==> src/rtl/usb_rx_unstuffer.sv <==
// usb_rx_unstuffer: NRZI decode, USB bit unstuffing, LSB-first byte assembly.
// Optional byte assembler is built only when USB_RX_BYTE_ASM_EN is defined.

module usb_rx_unstuffer #(
  parameter int STUFF_LEN = 6
) (
  input  logic       clk,
  input  logic       rst,
  input  logic       d_line,
  input  logic       bit_strobe,
  input  logic       clear,
  output logic       serial_out,
  output logic       shift_en,
  output logic       stuff_err,
  output logic [7:0] rx_byte,
  output logic       byte_valid
);

  localparam int CW = $clog2(STUFF_LEN + 1);
  localparam logic [CW-1:0] LIMIT = CW'(STUFF_LEN);

  logic          prev_line;
  logic [CW-1:0] ones_cnt;
  logic [CW-1:0] ones_nxt;
  logic          dec;
  logic          at_lim;
  logic          is_data;
  logic          is_viol;

  // Decode the sampled level and classify it as data, stuff or violation
  always_comb begin
    dec      = (d_line == prev_line);
    at_lim   = (ones_cnt == LIMIT);
    is_data  = 1'b0;
    is_viol  = 1'b0;
    ones_nxt = ones_cnt;
    unique case (1'b1)
      !at_lim: begin
        is_data  = 1'b1;
        ones_nxt = dec ? ones_cnt + 1'b1 : '0;
      end
      at_lim && !dec: begin
        ones_nxt = '0;
      end
      at_lim && dec: begin
        is_viol = 1'b1;
      end
    endcase
  end

  // Line history, ones run, sticky error and the serial feed to the CRC
  always_ff @(posedge clk) begin
    if (rst || clear) begin
      prev_line  <= 1'b1;
      ones_cnt   <= '0;
      serial_out <= 1'b0;
      shift_en   <= 1'b0;
      stuff_err  <= 1'b0;
    end else begin
      shift_en <= 1'b0;
      if (bit_strobe) begin
        prev_line <= d_line;
        ones_cnt  <= ones_nxt;
        if (is_data) begin
          serial_out <= dec;
          shift_en   <= 1'b1;
        end
        if (is_viol) begin
          stuff_err <= 1'b1;
        end
      end
    end
  end

`ifdef USB_RX_BYTE_ASM_EN
  logic [6:0] shreg;
  logic [2:0] bit_cnt;

  // Shift data bits in LSB-first; the eighth bit completes the byte directly
  always_ff @(posedge clk) begin
    if (rst || clear) begin
      shreg      <= '0;
      bit_cnt    <= '0;
      rx_byte    <= 8'h00;
      byte_valid <= 1'b0;
    end else begin
      byte_valid <= 1'b0;
      if (bit_strobe && is_data) begin
        if (bit_cnt == 3'd7) begin
          rx_byte    <= {dec, shreg};
          byte_valid <= 1'b1;
        end
        shreg   <= {dec, shreg[6:1]};
        bit_cnt <= bit_cnt + 3'd1;
      end
    end
  end
`else
  assign rx_byte    = 8'h00;
  assign byte_valid = 1'b0;
`endif

endmodule

==> config.mk <==
export PLATFORM = sky130hd
export DESIGN_NAME = usb_rx_unstuffer
export DESIGN_NICKNAME = d
export VERILOG_FILES = /design/src/rtl/usb_rx_unstuffer.sv
export SDC_FILE = /design/constraint.sdc
export NUM_CORES = 1
export LEC_CHECK = 0
export ABC_AREA = 1
export ABC_CLOCK_PERIOD_IN_PS = 3650
export CORE_AREA = 2 2 39 41
export CTS_CLUSTER_SIZE = 24
export DETAILED_ROUTE_END_ITERATION = 10
export DIE_AREA = 0 0 41 43
export DONT_BUFFER_PORTS = 1
export PLACE_DENSITY_LB_ADDON = 0.2
export SKIP_LAST_GASP = 1
export SYNTH_ARGS = -nofsm -noshare
export SYNTH_HDL_FRONTEND = slang
export SYNTH_SLANG_ARGS = --single-unit
==> constraint.sdc <==
create_clock -name clk -period 3.65 [get_ports clk]
set_clock_uncertainty 0.15 [all_clocks]
set_input_delay 0.5475 -clock clk [delete_from_list [all_inputs] [get_ports clk]]
set_output_delay 0.5475 -clock clk [all_outputs]
set_load 0.05 [all_outputs]
==> results of run 1 <==
[area by class of cell]
cell class | count | area share, %
sequential | 7 | 32.3
multi-input combinational | 41 | 48.4
tap | 16 | 4.61
clock buffer | 4 | 6.05
inverter | 10 | 8.65
[per-layer routing]
layer,vias to the layer above,share of wire (%)
met5,-,0
met4,0,5.8
met3,4,6.5
met2,12,50
met1,129,38
li1,167,-
[power breakdown]
part	total [mW]	switching, mW	internal (mW)	leakage (nW)
clock	0.0721	0.0303	0.0418	0.0150
combinational	0.0324	0.0275	0.00495	0.154
sequential	0.0821	0.00381	0.0783	0.0569
total	0.187	0.0616	0.125	0.226
[stage by stage]
step | cell area [sq um] | hold WS, ns
floorplan | 455 | 0.308
global placement | 408 | 0.342
detailed placement | 408 | 0.340
CTS | 434 | 0.265
global route | 434 | 0.258
finish | 434 | 0.268
[layout by cell type, fill, tap and decap left out]
cell      Yosys  routed
o21a_1        1       1
nor2_4        1       1
dfxtp_1       7       7
a21oi_1       2       2
inv_2         2       2
and2_4        1       1
nand2_2       1       1
inv_1         8       8
nor2_2        1       1
nand3_1       4       4
clkbuf_4      0       3
o211ai_1      1       1
nand2_1      12      12
nor2_1        5       5
ha_1          2       2
conb_1        1       9
clkbuf_1      0       1
nand3_2       1       1
[worst min-delay path by stage]
stage	end	cells past startpoint	slack [ns]
floorplan	ones_cnt[1]$_SDFFE_PP0P_	2	0.31
detailed placement	ones_cnt[1]$_SDFFE_PP0P_	2	0.34
finish	prev_line$_SDFFE_PP1P_	1	0.27
CTS	prev_line$_SDFFE_PP1P_	1	0.27
global route	prev_line$_SDFFE_PP1P_	1	0.26
global placement	ones_cnt[1]$_SDFFE_PP0P_	2	0.34
[state kept, by name, indices dropped and copies added (netlist names)]
register,flops
shift_en,1
prev_line,1
stuff_err,1
serial_out,1
ones_cnt,3
[cells by family after synthesis]
logic type	after synthesis	synth area share (%)
adders and majority gates	2	5.88
DFF	7	32.9
buffers and inverters	19	24.7
and+or+nand+nor	26	29.7
other	1	0.882
AOI/OAI and AO/OA	4	5.88
==> results.sh, run 1 <==
export IMPL_status="finished, final reports clean"
export IMPL_dp_hpwl_microns=598
export IMPL_synth_flop_cell="dfxtp_1"
export IMPL_core_area_sq_um=1380
export IMPL_die_area_sq_um=1760
export IMPL_syn_to_final_growth_pct=2.06
export IMPL_drt_antenna_violating_nets=0
export IMPL_die_w_microns=41
export IMPL_setup_viol=0
export IMPL_antenna_found_initial=0
export IMPL_synth_seq_cells=7
export IMPL_final_core_util_pct=31.4
export IMPL_path_max_fanout=2
export IMPL_ctsResizeCount=0
export IMPL_yosys_cell_count_top_type="nand2_1"
export IMPL_gp_congestion=0.642
export IMPL_met1_usage_pct=11.7
export IMPL_worst_pin_slew_ns=0.518
export IMPL_endpoint="stuff_err"
export IMPL_wl_per_cell_microns=8.91
export IMPL_die_h_microns=43
export IMPL_startpoint="stuff_err$_SDFFE_PP0P_"
export IMPL_fin_total_pwr_uw=187
export IMPL_period_share_pct=43.6
export IMPL_multiInputGateArea_sq_um=210
export IMPL_period_needed_ns=1.59
export IMPL_rsz0062_at_grt="false"
export IMPL_timing_rr_end="ones_cnt[0]$_SDFFE_PP0P_"
export IMPL_grt_max_degree=7
export IMPL_num_vias=312
export IMPL_clock_root_buffer="clkbuf_4"
export IMPL_grt_usage_pct=11.6
export IMPL_netlist_instances=59
export IMPL_synth_top_cell_area_share_pct=32.9
export IMPL_powerDensity_nw_per_um2=430
export IMPL_syn_area_sq_um=425
export IMPL_layout_cells_non_filler=78
export IMPL_pre_cts_slack_ns=2.32
export IMPL_cts_tree="yes"
export IMPL_final_layout_size_suffix_gt1_share_pct=16.1
export IMPL_cp_required_ns=2.95
export IMPL_placedCellCount=74
export IMPL_nets=70
export IMPL_clk_path_buf_depth=2
export IMPL_ys_top_cells_by_count="nand2_1, buf_4, inv_1, dfxtp_1, nor2_1"
export IMPL_p_leak_nw=0.226
export IMPL_max_cap_violations=0
export IMPL_totalWireLength_microns=695
export IMPL_synth_area_leaders="dfxtp_1, buf_4, nand2_1, inv_1, ha_1"
export IMPL_rows=14
export IMPL_met3_usage_pct=4.71
export IMPL_clkSinkCount=7
export IMPL_async_flop_share_pct=0
export IMPL_ys_warnings_count=0
export IMPL_start_util_pct=30.7
export IMPL_clk_latency_ns=0.25
export IMPL_diodes=0
export IMPL_syn_avg_cell_area_sq_um=7.21
export IMPL_r2r_start="ones_cnt[0]$_SDFFE_PP0P_"
export IMPL_cts_buffers=3
export IMPL_cp_depth=0
export IMPL_setup_worst_path_start_class="flip-flop"
export IMPL_regArea_sq_um=140
export IMPL_dr_first_iter_drc_count=1
export IMPL_hold_violations=0
export IMPL_met2_usage_pct=15.3
export IMPL_crit_type="reg2out"
export IMPL_ys_types=17
export IMPL_ys_seq_area_share_pct=32.9
export IMPL_drv_slew=0
export IMPL_ctsHtreeMaxLevel=1
export IMPL_dr_pass1_iters=2
export IMPL_hold_buffers=0
export IMPL_synth_top_area_cell="dfxtp_1"
export IMPL_clk_pin_slew_worst_paths_ns=0.06
export IMPL_avgViaCountPerCell=4.00
export IMPL_max_slew_margin_pct=65.4
export IMPL_busiest_layer="met2"
export IMPL_ff2ff_path_depth=8
export IMPL_first_global_vias=303
export IMPL_drc_errors=0
export IMPL_r2r_slack_ns=2.34
export IMPL_finalSetupTns_ns=0
export IMPL_clock_fmax_ghz=0.629
export IMPL_ir_worst_vdd_mv=0.249
export IMPL_fill_cells=157
export IMPL_min_from="bit_strobe"
export IMPL_fin_ws_ns=2.06
export IMPL_synth_edff_count=0
export IMPL_io_pins=17
export IMPL_crit_path_end_kind="primary output"
export IMPL_arrival_ns=0.89
export IMPL_overflow=0
export IMPL_portBuffers=0
export IMPL_hold_class="in2reg"
export IMPL_grt_pass1_wl_mm=1.23
export IMPL_postCtsSetupRepairBufs=0
Note: power is estimated with default switching activity, not from simulation.
==> run 2, diff against run 1 <==
--- a/config.mk
+++ b/config.mk
@@ -6,7 +6,7 @@
 export NUM_CORES = 1
 export LEC_CHECK = 0
 export ABC_AREA = 1
-export ABC_CLOCK_PERIOD_IN_PS = 3650
+export ABC_CLOCK_PERIOD_IN_PS = 1300
 export CORE_AREA = 2 2 39 41
 export CTS_CLUSTER_SIZE = 24
 export DETAILED_ROUTE_END_ITERATION = 10
==> constraint.sdc (replaced) <==
create_clock -name clk -period 1.3 [get_ports clk]
set_clock_uncertainty 0.15 [all_clocks]
set_input_delay 0.195 -clock clk [delete_from_list [all_inputs] [get_ports clk]]
set_output_delay 0.195 -clock clk [all_outputs]
set_load 0.05 [all_outputs]
==> run 2 against run 1 <==
Net effect: routed wire length grew 5.6%; critical endpoint is now ones_cnt[0]$_SDFFE_PP0P_; largest power group unchanged; combinational power increased to 3.5 times the previous value; cell count rose by 9.0%.
==> results.sh, run 2 (synthesis gave the netlist of run 1 again) <==
export IMPL_diodes=0
export IMPL_crit_type="reg2reg"
export IMPL_portBuffers=0
export IMPL_regArea_sq_um=141
export IMPL_drc_errors=0
export IMPL_final_layout_size_suffix_gt1_share_pct=23.2
export IMPL_cp_required_ns=1.29
export IMPL_fill_cells=160
export IMPL_drt_antenna_violating_nets=0
export IMPL_setup_worst_path_start_class="flip-flop"
export IMPL_dr_pass1_iters=2
export IMPL_final_core_util_pct=37.1
export IMPL_multiInputGateArea_sq_um=223
export IMPL_clock_fmax_ghz=0.804
export IMPL_dp_hpwl_microns=528
export IMPL_avgViaCountPerCell=4.06
export IMPL_clkSinkCount=7
export IMPL_totalWireLength_microns=734
export IMPL_nets=77
export IMPL_placedCellCount=76
export IMPL_clock_root_buffer="clkbuf_4"
export IMPL_largest_register_ffs=3
export IMPL_io_pins=17
export IMPL_hold_worst_slack_ns=0.0205
export IMPL_cts_tree="yes"
export IMPL_period_share_pct=95.7
export IMPL_period_needed_ns=1.24
export IMPL_max_cap_violations=0
export IMPL_die_h_microns=43
export IMPL_rsz0062_at_grt="true"
export IMPL_path_max_fanout=4
export IMPL_gp_congestion=0.687
export IMPL_overflow=0
export IMPL_rows=14
export IMPL_grt_usage_pct=11.2
export IMPL_clk_path_buf_depth=2
export IMPL_syn_to_final_growth_pct=20.6
export IMPL_p_leak_nw=0.259
export IMPL_core_area_sq_um=1380
export IMPL_num_vias=345
export IMPL_grt_pass1_wl_mm=1.17
export IMPL_crit_path_end_kind="flip-flop"
export IMPL_hold_violations=0
export IMPL_layout_cells_non_filler=85
export IMPL_clk_pin_slew_worst_paths_ns=0.05
export IMPL_wl_per_cell_microns=8.64
export IMPL_setup_viol=0
export IMPL_die_w_microns=41
export IMPL_status="finished, final reports clean"
export IMPL_grt_max_degree=6
export IMPL_drv_slew=0
export IMPL_dr_first_iter_drc_count=3
export IMPL_first_global_vias=288
export IMPL_finalSetupTns_ns=0
export IMPL_postCtsSetupRepairBufs=0
export IMPL_cts_buffers=3
export IMPL_start_util_pct=30.7
export IMPL_powerDensity_nw_per_um2=1040
export IMPL_mostFrequentLayoutCells="nand2_1, conb_1, inv_1"
export IMPL_hold_class="in2reg"
export IMPL_ir_worst_vdd_mv=0.593
export IMPL_arrival_ns=1.24
export IMPL_ctsHtreeMaxLevel=1
export IMPL_die_area_sq_um=1760
export IMPL_layout_commonest_cell="nand2_1"
export IMPL_antenna_found_initial=0
export IMPL_regMostFlops="ones_cnt"
export IMPL_clk_latency_ns=0.25
==> run 2: report_power, final <==
group          total [mW]  switching, mW  internal, mW
logic               0.112         0.0859        0.0258
registers           0.227        0.00687         0.220
clock network       0.196         0.0791         0.117
==> run 2: metrics by stage <==
step	power [mW]	instance area, sq um	setup WS [ns]
2_1_floorplan	0.342	455	0.0914
3_3_place_gp	0.328	423	0.00492
3_5_place_dp	0.327	423	0.0203
4_1_cts	0.543	489	0.00577
5_1_grt	0.578	513	-0.0220
6_report	0.535	513	0.0556
==> run 2: worst max-delay path: stages, from the launching register on <==
cell,delay (ns)
dfxtp_2,0.33
inv_2,0.04
ha_1,0.18
nand2_1,0.07
inv_2,0.06
nand3_4,0.08
nand2_2,0.06
nor2_1,0.12
nor2_2,0.05
==> run 2: per-layer routing <==
metal / wire (microns) / up-vias / global-route usage [%]
met1: 303 / 145 / 12.4
met5: 0 / - / 0
met3: 50 / 4 / 4.71
met2: 339 / 12 / 13.4
li1: - / 184 / -
met4: 40 / 0 / 14.0
==> run 2: what timing repair did <==
item,in CTS,in global routing
setup endpoints to repair,0,5
hold endpoints to repair,2,4
hold buffers,4,1
gates resized for setup,0,5
==> run 2: area by class of cell <==
type / instances / area share [%]
tap: 16 / 3.90
inverter: 10 / 7.32
clock buffer: 4 / 5.12
sequential: 7 / 27.6
multi-input combinational: 41 / 43.4
timing repair buffer: 7 / 12.7
==> run 2: path summary, 6_finish.rpt <==
kind,from,to,slack [ns],cells after the start
setup reg to reg,ones_cnt[0]$_SDFFE_PP0P_,ones_cnt[0]$_SDFFE_PP0P_,0.06,8
setup / recovery,ones_cnt[0]$_SDFFE_PP0P_,ones_cnt[0]$_SDFFE_PP0P_,0.06,8
hold reg to reg,serial_out$_SDFFE_PP0P_,serial_out$_SDFFE_PP0P_,0.31,2
hold / removal,bit_strobe,ones_cnt[2]$_SDFFE_PP0P_,0.02,4
